$ cat src/rtl/lc3_ctrl_pkg.sv
// LC-3 control FSM shared definitions:
// state numbers and datapath mux encodings.
package lc3_ctrl_pkg;

  typedef enum logic [5:0] {
    S_BR      = 6'd0,
    S_ADD     = 6'd1,
    S_LD      = 6'd2,
    S_ST      = 6'd3,
    S_JSR     = 6'd4,
    S_AND     = 6'd5,
    S_LDR     = 6'd6,
    S_STR     = 6'd7,
    S_NOT     = 6'd9,
    S_LDI     = 6'd10,
    S_STI     = 6'd11,
    S_JMP     = 6'd12,
    S_LEA     = 6'd14,
    S_TRAP    = 6'd15,
    S_ST_WR   = 6'd16,
    S_FETCH1  = 6'd18,
    S_JSRR    = 6'd20,
    S_JSR_OFF = 6'd21,
    S_BR_TAKE = 6'd22,
    S_ST_MDR  = 6'd23,
    S_LDI_RD  = 6'd24,
    S_LD_RD   = 6'd25,
    S_LDI_MAR = 6'd26,
    S_LD_DR   = 6'd27,
    S_TRAP_RD = 6'd28,
    S_STI_RD  = 6'd29,
    S_TRAP_PC = 6'd30,
    S_STI_MAR = 6'd31,
    S_DECODE  = 6'd32,
    S_FETCH2  = 6'd33,
    S_FETCH3  = 6'd35,
    S_ILL     = 6'd63
  } state_e;

  localparam logic [1:0] PCMUX_INC  = 2'd0;
  localparam logic [1:0] PCMUX_BUS  = 2'd1;
  localparam logic [1:0] PCMUX_ADDR = 2'd2;

  localparam logic       A1_PC      = 1'b0;
  localparam logic       A1_SR1     = 1'b1;

  localparam logic [1:0] A2_ZERO    = 2'd0;
  localparam logic [1:0] A2_OFF6    = 2'd1;
  localparam logic [1:0] A2_OFF9    = 2'd2;
  localparam logic [1:0] A2_OFF11   = 2'd3;

  localparam logic       MM_ZEXT    = 1'b0;
  localparam logic       MM_ADDER   = 1'b1;

  localparam logic       DR_IR      = 1'b0;
  localparam logic       DR_R7      = 1'b1;

  localparam logic       SR1_11_9   = 1'b0;
  localparam logic       SR1_8_6    = 1'b1;

  localparam logic [1:0] ALU_ADD    = 2'd0;
  localparam logic [1:0] ALU_AND    = 2'd1;
  localparam logic [1:0] ALU_NOT    = 2'd2;
  localparam logic [1:0] ALU_PASSA  = 2'd3;

  localparam logic [3:0] OP_RTI     = 4'd8;
  localparam logic [3:0] OP_RSV     = 4'd13;

endpackage

$ cat src/rtl/lc3_control_fsm.sv
// LC-3 Moore control FSM: fetch, decode and
// execute sequencing with datapath control decode.
module lc3_control_fsm
  import lc3_ctrl_pkg::*;
(
  input  logic        clk,
  input  logic        rst,
  input  logic [15:0] ir,
  input  logic        ben,
  input  logic        mem_ready,
  output logic [5:0]  state,
  output logic        ld_mar,
  output logic        ld_mdr,
  output logic        ld_ir,
  output logic        ld_ben,
  output logic        ld_reg,
  output logic        ld_cc,
  output logic        ld_pc,
  output logic        gate_pc,
  output logic        gate_mdr,
  output logic        gate_alu,
  output logic        gate_marmux,
  output logic [1:0]  pcmux,
  output logic        addr1mux,
  output logic [1:0]  addr2mux,
  output logic        marmux,
  output logic        drmux,
  output logic        sr1mux,
  output logic [1:0]  aluk,
  output logic        mio_en,
  output logic        r_w,
  output logic        illegal
);

  state_e     r_state;
  state_e     w_next;
  logic [3:0] w_op;
  logic       w_unused_ir;

  assign w_op        = ir[15:12];
  assign w_unused_ir = ^ir[10:0];
  assign state       = r_state;

  always_ff @(posedge clk) begin
    if (rst) r_state <= S_FETCH1;
    else     r_state <= w_next;
  end

  always_comb begin
    w_next = r_state;
    case (r_state)
      S_FETCH1:  w_next = S_FETCH2;
      S_FETCH2:  if (mem_ready) w_next = S_FETCH3;
      S_FETCH3:  w_next = S_DECODE;
      S_DECODE: begin
        if (w_op == OP_RTI || w_op == OP_RSV)
          w_next = S_ILL;
        else
          w_next = state_e'({2'b00, w_op});
      end
      S_BR:      w_next = ben ? S_BR_TAKE : S_FETCH1;
      S_JSR:     w_next = ir[11] ? S_JSR_OFF : S_JSRR;
      S_LD,
      S_LDR:     w_next = S_LD_RD;
      S_LDI:     w_next = S_LDI_RD;
      S_LDI_RD:  if (mem_ready) w_next = S_LDI_MAR;
      S_LDI_MAR: w_next = S_LD_RD;
      S_LD_RD:   if (mem_ready) w_next = S_LD_DR;
      S_ST,
      S_STR:     w_next = S_ST_MDR;
      S_STI:     w_next = S_STI_RD;
      S_STI_RD:  if (mem_ready) w_next = S_STI_MAR;
      S_STI_MAR: w_next = S_ST_MDR;
      S_ST_MDR:  w_next = S_ST_WR;
      S_ST_WR:   if (mem_ready) w_next = S_FETCH1;
      S_TRAP:    w_next = S_TRAP_RD;
      S_TRAP_RD: if (mem_ready) w_next = S_TRAP_PC;
      S_ILL:     w_next = S_ILL;
      default:   w_next = S_FETCH1;
    endcase
  end

  always_comb begin
    ld_mar      = 1'b0;
    ld_mdr      = 1'b0;
    ld_ir       = 1'b0;
    ld_ben      = 1'b0;
    ld_reg      = 1'b0;
    ld_cc       = 1'b0;
    ld_pc       = 1'b0;
    gate_pc     = 1'b0;
    gate_mdr    = 1'b0;
    gate_alu    = 1'b0;
    gate_marmux = 1'b0;
    pcmux       = PCMUX_INC;
    addr1mux    = A1_PC;
    addr2mux    = A2_ZERO;
    marmux      = MM_ZEXT;
    drmux       = DR_IR;
    sr1mux      = SR1_11_9;
    aluk        = ALU_ADD;
    mio_en      = 1'b0;
    r_w         = 1'b0;
    illegal     = 1'b0;
    case (r_state)
      S_FETCH1: begin
        ld_mar  = 1'b1;
        ld_pc   = 1'b1;
        gate_pc = 1'b1;
      end
      S_FETCH2, S_LDI_RD, S_LD_RD, S_STI_RD: begin
        mio_en = 1'b1;
        ld_mdr = 1'b1;
      end
      S_FETCH3: begin
        ld_ir    = 1'b1;
        gate_mdr = 1'b1;
      end
      S_DECODE: ld_ben = 1'b1;
      S_ADD, S_AND, S_NOT: begin
        sr1mux   = SR1_8_6;
        gate_alu = 1'b1;
        ld_reg   = 1'b1;
        ld_cc    = 1'b1;
        if (r_state == S_AND) aluk = ALU_AND;
        if (r_state == S_NOT) aluk = ALU_NOT;
      end
      S_BR_TAKE: begin
        ld_pc    = 1'b1;
        pcmux    = PCMUX_ADDR;
        addr2mux = A2_OFF9;
      end
      S_JMP, S_JSRR: begin
        ld_pc    = 1'b1;
        pcmux    = PCMUX_ADDR;
        addr1mux = A1_SR1;
        sr1mux   = SR1_8_6;
      end
      S_JSR: begin
        drmux   = DR_R7;
        gate_pc = 1'b1;
        ld_reg  = 1'b1;
      end
      S_JSR_OFF: begin
        ld_pc    = 1'b1;
        pcmux    = PCMUX_ADDR;
        addr2mux = A2_OFF11;
      end
      S_LD, S_LDI, S_ST, S_STI: begin
        ld_mar      = 1'b1;
        gate_marmux = 1'b1;
        marmux      = MM_ADDER;
        addr2mux    = A2_OFF9;
      end
      S_LDR, S_STR: begin
        ld_mar      = 1'b1;
        gate_marmux = 1'b1;
        marmux      = MM_ADDER;
        addr1mux    = A1_SR1;
        addr2mux    = A2_OFF6;
        sr1mux      = SR1_8_6;
      end
      S_LDI_MAR, S_STI_MAR: begin
        ld_mar   = 1'b1;
        gate_mdr = 1'b1;
      end
      S_LD_DR: begin
        ld_reg   = 1'b1;
        ld_cc    = 1'b1;
        gate_mdr = 1'b1;
      end
      S_LEA: begin
        ld_reg      = 1'b1;
        gate_marmux = 1'b1;
        marmux      = MM_ADDER;
        addr2mux    = A2_OFF9;
      end
      // Store data passes SR straight through the ALU into MDR
      S_ST_MDR: begin
        aluk     = ALU_PASSA;
        gate_alu = 1'b1;
        ld_mdr   = 1'b1;
      end
      S_ST_WR: begin
        mio_en = 1'b1;
        r_w    = 1'b1;
      end
      S_TRAP: begin
        ld_mar      = 1'b1;
        gate_marmux = 1'b1;
      end
      S_TRAP_RD: begin
        mio_en  = 1'b1;
        ld_mdr  = 1'b1;
        drmux   = DR_R7;
        gate_pc = 1'b1;
        ld_reg  = 1'b1;
      end
      S_TRAP_PC: begin
        ld_pc    = 1'b1;
        pcmux    = PCMUX_BUS;
        gate_mdr = 1'b1;
      end
      S_ILL:   illegal = 1'b1;
      default: ;
    endcase
  end

endmodule

$ cat config.mk
export PLATFORM = sky130hd
export DESIGN_NAME = lc3_control_fsm
export DESIGN_NICKNAME = d
export VERILOG_FILES = /design/src/rtl/lc3_ctrl_pkg.sv /design/src/rtl/lc3_control_fsm.sv
export SDC_FILE = /design/constraint.sdc
export NUM_CORES = 1
export LEC_CHECK = 0
export ABC_AREA = 0
export CORE_ASPECT_RATIO = 0.9
export CORE_MARGIN = 5
export CORE_UTILIZATION = 42
export CTS_BUF_LIST = sky130_fd_sc_hd__clkbuf_4 sky130_fd_sc_hd__clkbuf_8 sky130_fd_sc_hd__clkbuf_16
export CTS_CLUSTER_SIZE = 16
export DETAILED_ROUTE_END_ITERATION = 10
export PLACE_DENSITY_LB_ADDON = 0.2
export SYNTH_ARGS = -nofsm -noshare
export SYNTH_HDL_FRONTEND = slang
export SYNTH_SLANG_ARGS = --single-unit
$ cat constraint.sdc
create_clock -name clk -period 2.1 [get_ports clk]
set_clock_uncertainty 0.15 [all_clocks]
set_input_delay 0.315 -clock clk [delete_from_list [all_inputs] [get_ports clk]]
set_output_delay 0.315 -clock clk [all_outputs]
set_load 0.05 [all_outputs]
# Word-level counts from Yosys, hierarchy flattened

Index checks and enable logic that the tools add are counted.

Flip-flop bits (word level): 6
Input bits: 20
Output and inout bits: 30
Word-level logic and storage cells: 96

Equal/unequal tests: 39
Muxes and demuxes: 33
Reductions and logical operators: 23

Operators by type and width:

| cell                 | count |
|---|---|
| $pmux W6 S18         | 1 |
| $eq A6 B5 Y1 const B | 14 |
| $mux W6              | 7 |
| $eq A6 B4 Y1 const B | 6 |
| $eq A6 B3 Y1 const B | 4 |
| $eq A6 B6 Y1 const B | 4 |
| $reduce_or A6 Y1     | 4 |
| $reduce_or A7 Y1     | 3 |
| $mux W1              | 20 |
| $reduce_or A4 Y1     | 4 |
| $eq A6 B2 Y1 const B | 2 |
| $ne A2 B2 Y1 const B | 6 |
| $reduce_or A3 Y1     | 4 |
| $reduce_or A10 Y1    | 1 |
| $eq A4 B4 Y1 const B | 2 |
| $pmux W2 S2          | 2 |
| $reduce_or A8 Y1     | 1 |
| $eq A6 B1 Y1 const B | 1 |
| $logic_not A6 Y1     | 1 |
| $pmux W2 S3          | 1 |
| $reduce_and A6 Y1    | 1 |
| $reduce_or A5 Y1     | 1 |
| $reduce_or A2 Y1     | 2 |
| $mux W3              | 1 |
| other kinds (2)      | 2 |

# Longest topological paths before layout

Word-level depth: 4
Mapped depth: 7
Depth with buffers taken out: 6

# Worst setup path before layout

OpenSTA, ideal clock, no wires.

Path type: register to output
Start point: register r_state[2] (netlist: state[2])
End point: output port aluk[0]
Data arrival time: 2.615 ns
Required time: 1.635 ns
Path slack: -0.980 ns
Stages on the path, launching flop included: 5
Buffers on the path: 2
Cell sequence: dfxtp_1 > buf_4 > buf_2 > nand2_1 > nor4_1

Word-level cells in the longest chain between the ends: 4
Elaborated cells on any way between the ends: 8
Those cells by class: 4 x eq/ne; 3 x mux; 1 x reduce/logical

RTL lines:

| what                   | line                                           | source |
|---|---|---|
| from (decl)            | lc3_control_fsm.sv:35                          | `state_e r_state;` |
| from (signal assigned) | lc3_control_fsm.sv:46                          | `else r_state <= w_next;` |
| $eq A6 B3 Y1           | lc3_control_fsm.sv:105, lc3_control_fsm.sv:125 |  |
| $mux W1                | lc3_control_fsm.sv:125                         | `if (r_state == S_AND) aluk = ALU_AND;` |
| $mux W2                | lc3_control_fsm.sv:126                         | `if (r_state == S_NOT) aluk = ALU_NOT;` |
| $pmux W2 S2 *          | lc3_control_fsm.sv:105                         | `case (r_state)` |
| to (decl)              | lc3_control_fsm.sv:29                          | `output logic [1:0] aluk,` |

Mark *: on every way between the ends. The rest lies on a longest branch, timed or not.

# Final worst setup path

Start point: register r_state[4] (netlist: state[4])
End point: output port mio_en

Word-level cells in the longest chain between the ends: 3
Elaborated cells on any way between the ends: 8
Those cells by class: 6 x eq/ne; 1 x mux; 1 x reduce/logical

RTL lines:

| what                                         | line                   | source |
|---|---|---|
| $eq A6 B5 Y1 or $eq A6 B6 Y1 (tied branches) | lc3_control_fsm.sv:105 |  |
| $reduce_or A6 Y1 (no line) *                 | -                      |  |
| $mux W1 *                                    | lc3_control_fsm.sv:105 |  |
| to (decl)                                    | lc3_control_fsm.sv:30  | `output logic mio_en,` |

Marks and branches as above.

==> qor.log <==
INFO  logic_synthesis synth_edf_count=0
INFO  logic_synthesis synthAdderAreaFrac=0
INFO  setup_path     setup.worst_path.start_class=register
INFO  logic_synthesis synthesized_instance_count=175
INFO  logic_synthesis synth_commonest_cells=24 x nor2_1, 19 x nand2_1, 15 x a21oi_1
INFO  drt            post-route-drc-count=0
INFO  power_and_ir_drop cellPowerDensity=1768mW/mm²
INFO  power_and_ir_drop vdd_ir_drop_max=1.889mV
INFO  logic_synthesis mappedNetlistNets=195
INFO  timing         final_period_minus_worst_setup_slack=2.157ns
INFO  grt            grt.overflow.total=0
INFO  drt            post_drt_via_cell_ratio=7.248
INFO  clock_tree     cts_sinks=6
INFO  floorplanning  fp.coreArea=0.002467mm²
INFO  timing         final-hold-violation-count=0
INFO  timing         setup_ws_final=-0.05655ns
INFO  timing         setup_violations=3
INFO  clock_tree     root_buffer=clkbuf_4
INFO  drt            antenna_left=0
INFO  floorplanning  chipHeight=58.44µm
INFO  logic_synthesis ys_dominant_reg_cell=dfxtp_1
INFO  min_path       hold_path_depth=2
INFO  placement      dp_hpwl=3054µm
INFO  setup_path     maximum_fanout_along_the_worst_path=8
INFO  power_and_ir_drop net-switching-power=0.002263W
INFO  logic_synthesis synth_simple_gate_area_share=0.4114
INFO  logic_synthesis synth-seq-area-share=0.1097
INFO  layout         fillerInstances=92
INFO  setup_path     ff_to_ff_end=state[1]
INFO  grt            globalRouteTotalUtil=0.2631
INFO  min_path       whs_endpoint=state[3]
INFO  drt            dr.pass1.iters=7
INFO  drt            drt_iter0_markers=289
INFO  clock_tree     cts-hold-fix-buffers=0
INFO  layout         num_antenna_cells=0
INFO  setup_path     worst-setup-path-type=reg2out
INFO  min_path       hp-start=state[0]
INFO  setup_path     reg2regPathDepth=9
INFO  floorplanning  die-area=0.003729mm²
INFO  logic_synthesis number_of_synthesized_register_bits=6
INFO  run_status     status=finished, violations left
INFO  setup_path     arrival_time_of_the_worst_setup_path=1.69ns
INFO  power_and_ir_drop power.switching_fraction=0.5695
INFO  power_and_ir_drop p_comb_frac=0.877
INFO  logic_synthesis synth-warning-count=0
INFO  timing         setup_repair_after_global_routing_missed_its_margin=true
INFO  logic_synthesis area_of_the_mapped_netlist=0.001095mm²
INFO  power_and_ir_drop internal_power=0.001711W
INFO  layout         post-route-cell-area=0.002247mm²
INFO  grt            initial_antenna_violation_count=0
INFO  timing         timing.final.crit_share=1.027
INFO  drt            wl=6079µm
INFO  grt            grt_start_max_net_pins=22
INFO  floorplanning  placement_rows=17
INFO  clock_tree     htree_num_levels=1
INFO  clock_tree     clk_transition_reported_paths=0.06ns
INFO  layout         area_delta_synth_final=105.3%
INFO  logic_synthesis syn-mean-instance-area=6.256µm²
INFO  timing         timing.fmax=0.4637GHz
INFO  logic_synthesis muxShareOfSynthArea=0.01029
INFO  layout         largest_register_ff_count=6
INFO  logic_synthesis yosysTopAreaCellShare=0.1097
INFO  timing         slew-limit-headroom=0.7544
INFO  drt            routedWlPerCell=23.20µm
INFO  timing         timing_worst_slew_pin_value=0.3645ns
INFO  logic_synthesis synth_cell_types=52
INFO  grt            vias_in_the_first_global_route=1,611
INFO  layout         final_layout_size_suffix_gt1_frac=0.5256
INFO  layout         final_net_count=255
INFO  logic_synthesis synth_top_cells_by_area=dfxtp_1 11%, nor2_1 8.2%, a21oi_1 6.9%, nand2_1 6.5%, o21ai_0 5.0%
INFO  run_status     failed_checks=negative setup slack
INFO  grt            grt_first_pass_wirelength=8038µm
INFO  clock_tree     cts_buffer_depth=2
INFO  clock_tree     latest_clock_arrival_within_the_worst_skew_pair=0.26ns
INFO  floorplanning  pin_count=50
INFO  flow_run       timing.max_cap.violations=0
INFO  logic_synthesis share_of_the_synthesized_netlist_area_taken_by_xor_and_xnor_gates=0.02400
INFO  logic_synthesis post-synth-top-count-cell=nor2_1
INFO  power_and_ir_drop clock_power_share=0.034
INFO  placement      port_buffers=38
INFO  layout         layout.cells.non_filler=262
INFO  placement      dpl_cell_area=0.001904mm²
INFO  placement      final_gp_congestion=0.8965
INFO  floorplanning  width_of_the_die=63.82µm
INFO  timing         tns=-0.07069ns
INFO  power_and_ir_drop power.static_leakage=0.8428nW
INFO  min_path       hold_class=reg2reg
INFO  floorplanning  initial_utilization=0.4437
INFO  logic_synthesis synthDominantAreaCellType=dfxtp_1
INFO  power_and_ir_drop total_power_consumption_of_the_routed_design=0.003974W
INFO  clock_tree     tritoncts_clock_tree=built
INFO  logic_synthesis synth_async_sr_flop_share=0
INFO  drt            detailroute.via_count=1,899
INFO  logic_synthesis synth-compound-area-share=0.3394
INFO  setup_path     crit_required=1.63ns
INFO  power_and_ir_drop power_frac_seq=0.088
INFO  timing         fin_hold_ws=0.4492ns
INFO  logic_synthesis main_combinational_cell_family_by_area_after_synthesis=simple AND/OR/NAND/NOR gates
INFO  clock_tree     num_cts_buffers=3
INFO  placement      placed_cells_incl_taps=237
INFO  setup_path     cp-end-kind=primary output
INFO  setup_path     setup_slack_on_the_worst_flop_to_flop_path=0.03ns
INFO  setup_path     regToRegStartpoint=state[4]
INFO  timing         maxSlewViolCount=0
## per-stage QoR
| step | setup WS [ns] | util |
|---|---|---|
| finish | -0.05655 | 0.9108 |
| global route | -0.1419 | 0.9108 |
| CTS | -0.01316 | 0.8205 |
| detailed placement | 0.1241 | 0.7718 |
| global placement | 0.1442 | 0.7718 |
| floorplan | 0.0003331 | - |
## layout make-up
cell class	count	area, µm²	share of cell area
clock buffers	4	30.03	0.01336
inverters	4	15.01	0.006682
multi-input cells	148	1134	0.5045
flip-flops and latches	6	142.6	0.06347
well taps	28	35.03	0.01559
repair buffers	72	890.9	0.3964
## kinds of logic (layout without fill, tap and decap cells)
group | count (synthesis) | after routing
AO/OA/AOI/OAI | 56 | 56
flip-flops | 6 | 6
buffers and inverters | 21 | 80
multiplexers | 1 | 1
XOR/XNOR | 3 | 3
AND/OR/NAND/NOR | 88 | 88
## worst max-delay path by stage
stage,to,cells after the start,start
6_report,mio_en,5,state[4]
5_1_grt,mio_en,5,state[4]
4_1_cts,ld_reg,5,state[3]
3_5_place_dp,ld_pc,6,state[3]
3_3_place_gp,sr1mux,6,state[3]
2_1_floorplan,ld_mdr,5,state[2]
## worst max-delay path: stages, from the launching register on
cell and delay (ns):
dfxtp_4 0.41, nor2b_2 0.26, buf_4 0.18, o21ai_0 0.15, a21oi_2 0.25, buf_12 0.16
## power groups by stage
stage / registers (W) / clock network, W / logic (W)
final: 0.000350 / 0.000137 / 0.00349
after global routing: 0.000362 / 0.000157 / 0.00360
after CTS: 0.000400 / 0.000142 / 0.00289
after detailed placement: 0.000469 / 0 / 0.00265
after global placement: 0.000461 / 0 / 0.00259
after floorplan: 0.000401 / 0 / 0.00177
## what timing repair did
action / CTS / global route
setup buffers: 8 / 13
gates resized for setup: 9 / 27
pin swaps: 0 / 5
setup endpoints to repair: 16 / 17
## metal layers
layer / track usage / part of all wire
met5: 0 / 0
met4: 0.07715 / 0.067
met3: 0.08206 / 0.14
met2: 0.4362 / 0.45
met1: 0.3269 / 0.34
## cells in the final DEF, fill, tap and decap left out, types with 2 or more instances in the layout
| master | count |
|---|---|
| buf_4 | 35 |
| buf_12 | 25 |
| nand2_1 | 16 |
| nor2_1 | 13 |
| a21oi_1 | 9 |
| o21ai_0 | 9 |
| clkdlybuf4s50_1 | 8 |
| nand3_1 | 7 |
| nor2_2 | 7 |
| dfxtp_4 | 6 |
| nand2b_1 | 5 |
| a21oi_4 | 5 |
| nor2_4 | 4 |
| clkbuf_4 | 4 |
| nand2_2 | 3 |
| nor2b_2 | 3 |
| and3_1 | 3 |
| o21ai_1 | 3 |
| nor3_1 | 3 |
| buf_6 | 3 |
| inv_2 | 2 |
| nor4_4 | 2 |
| inv_1 | 2 |
| o22a_1 | 2 |
| nand3_2 | 2 |
| or2_2 | 2 |
| nor3_4 | 2 |
| a22oi_1 | 2 |
| xnor2_1 | 2 |
| nand3b_1 | 2 |
| a31oi_1 | 2 |
| nand4_1 | 2 |
| o22ai_1 | 2 |
| nor3b_1 | 2 |
| a211oi_1 | 2 |
Note: power is estimated with default switching activity, not from simulation.
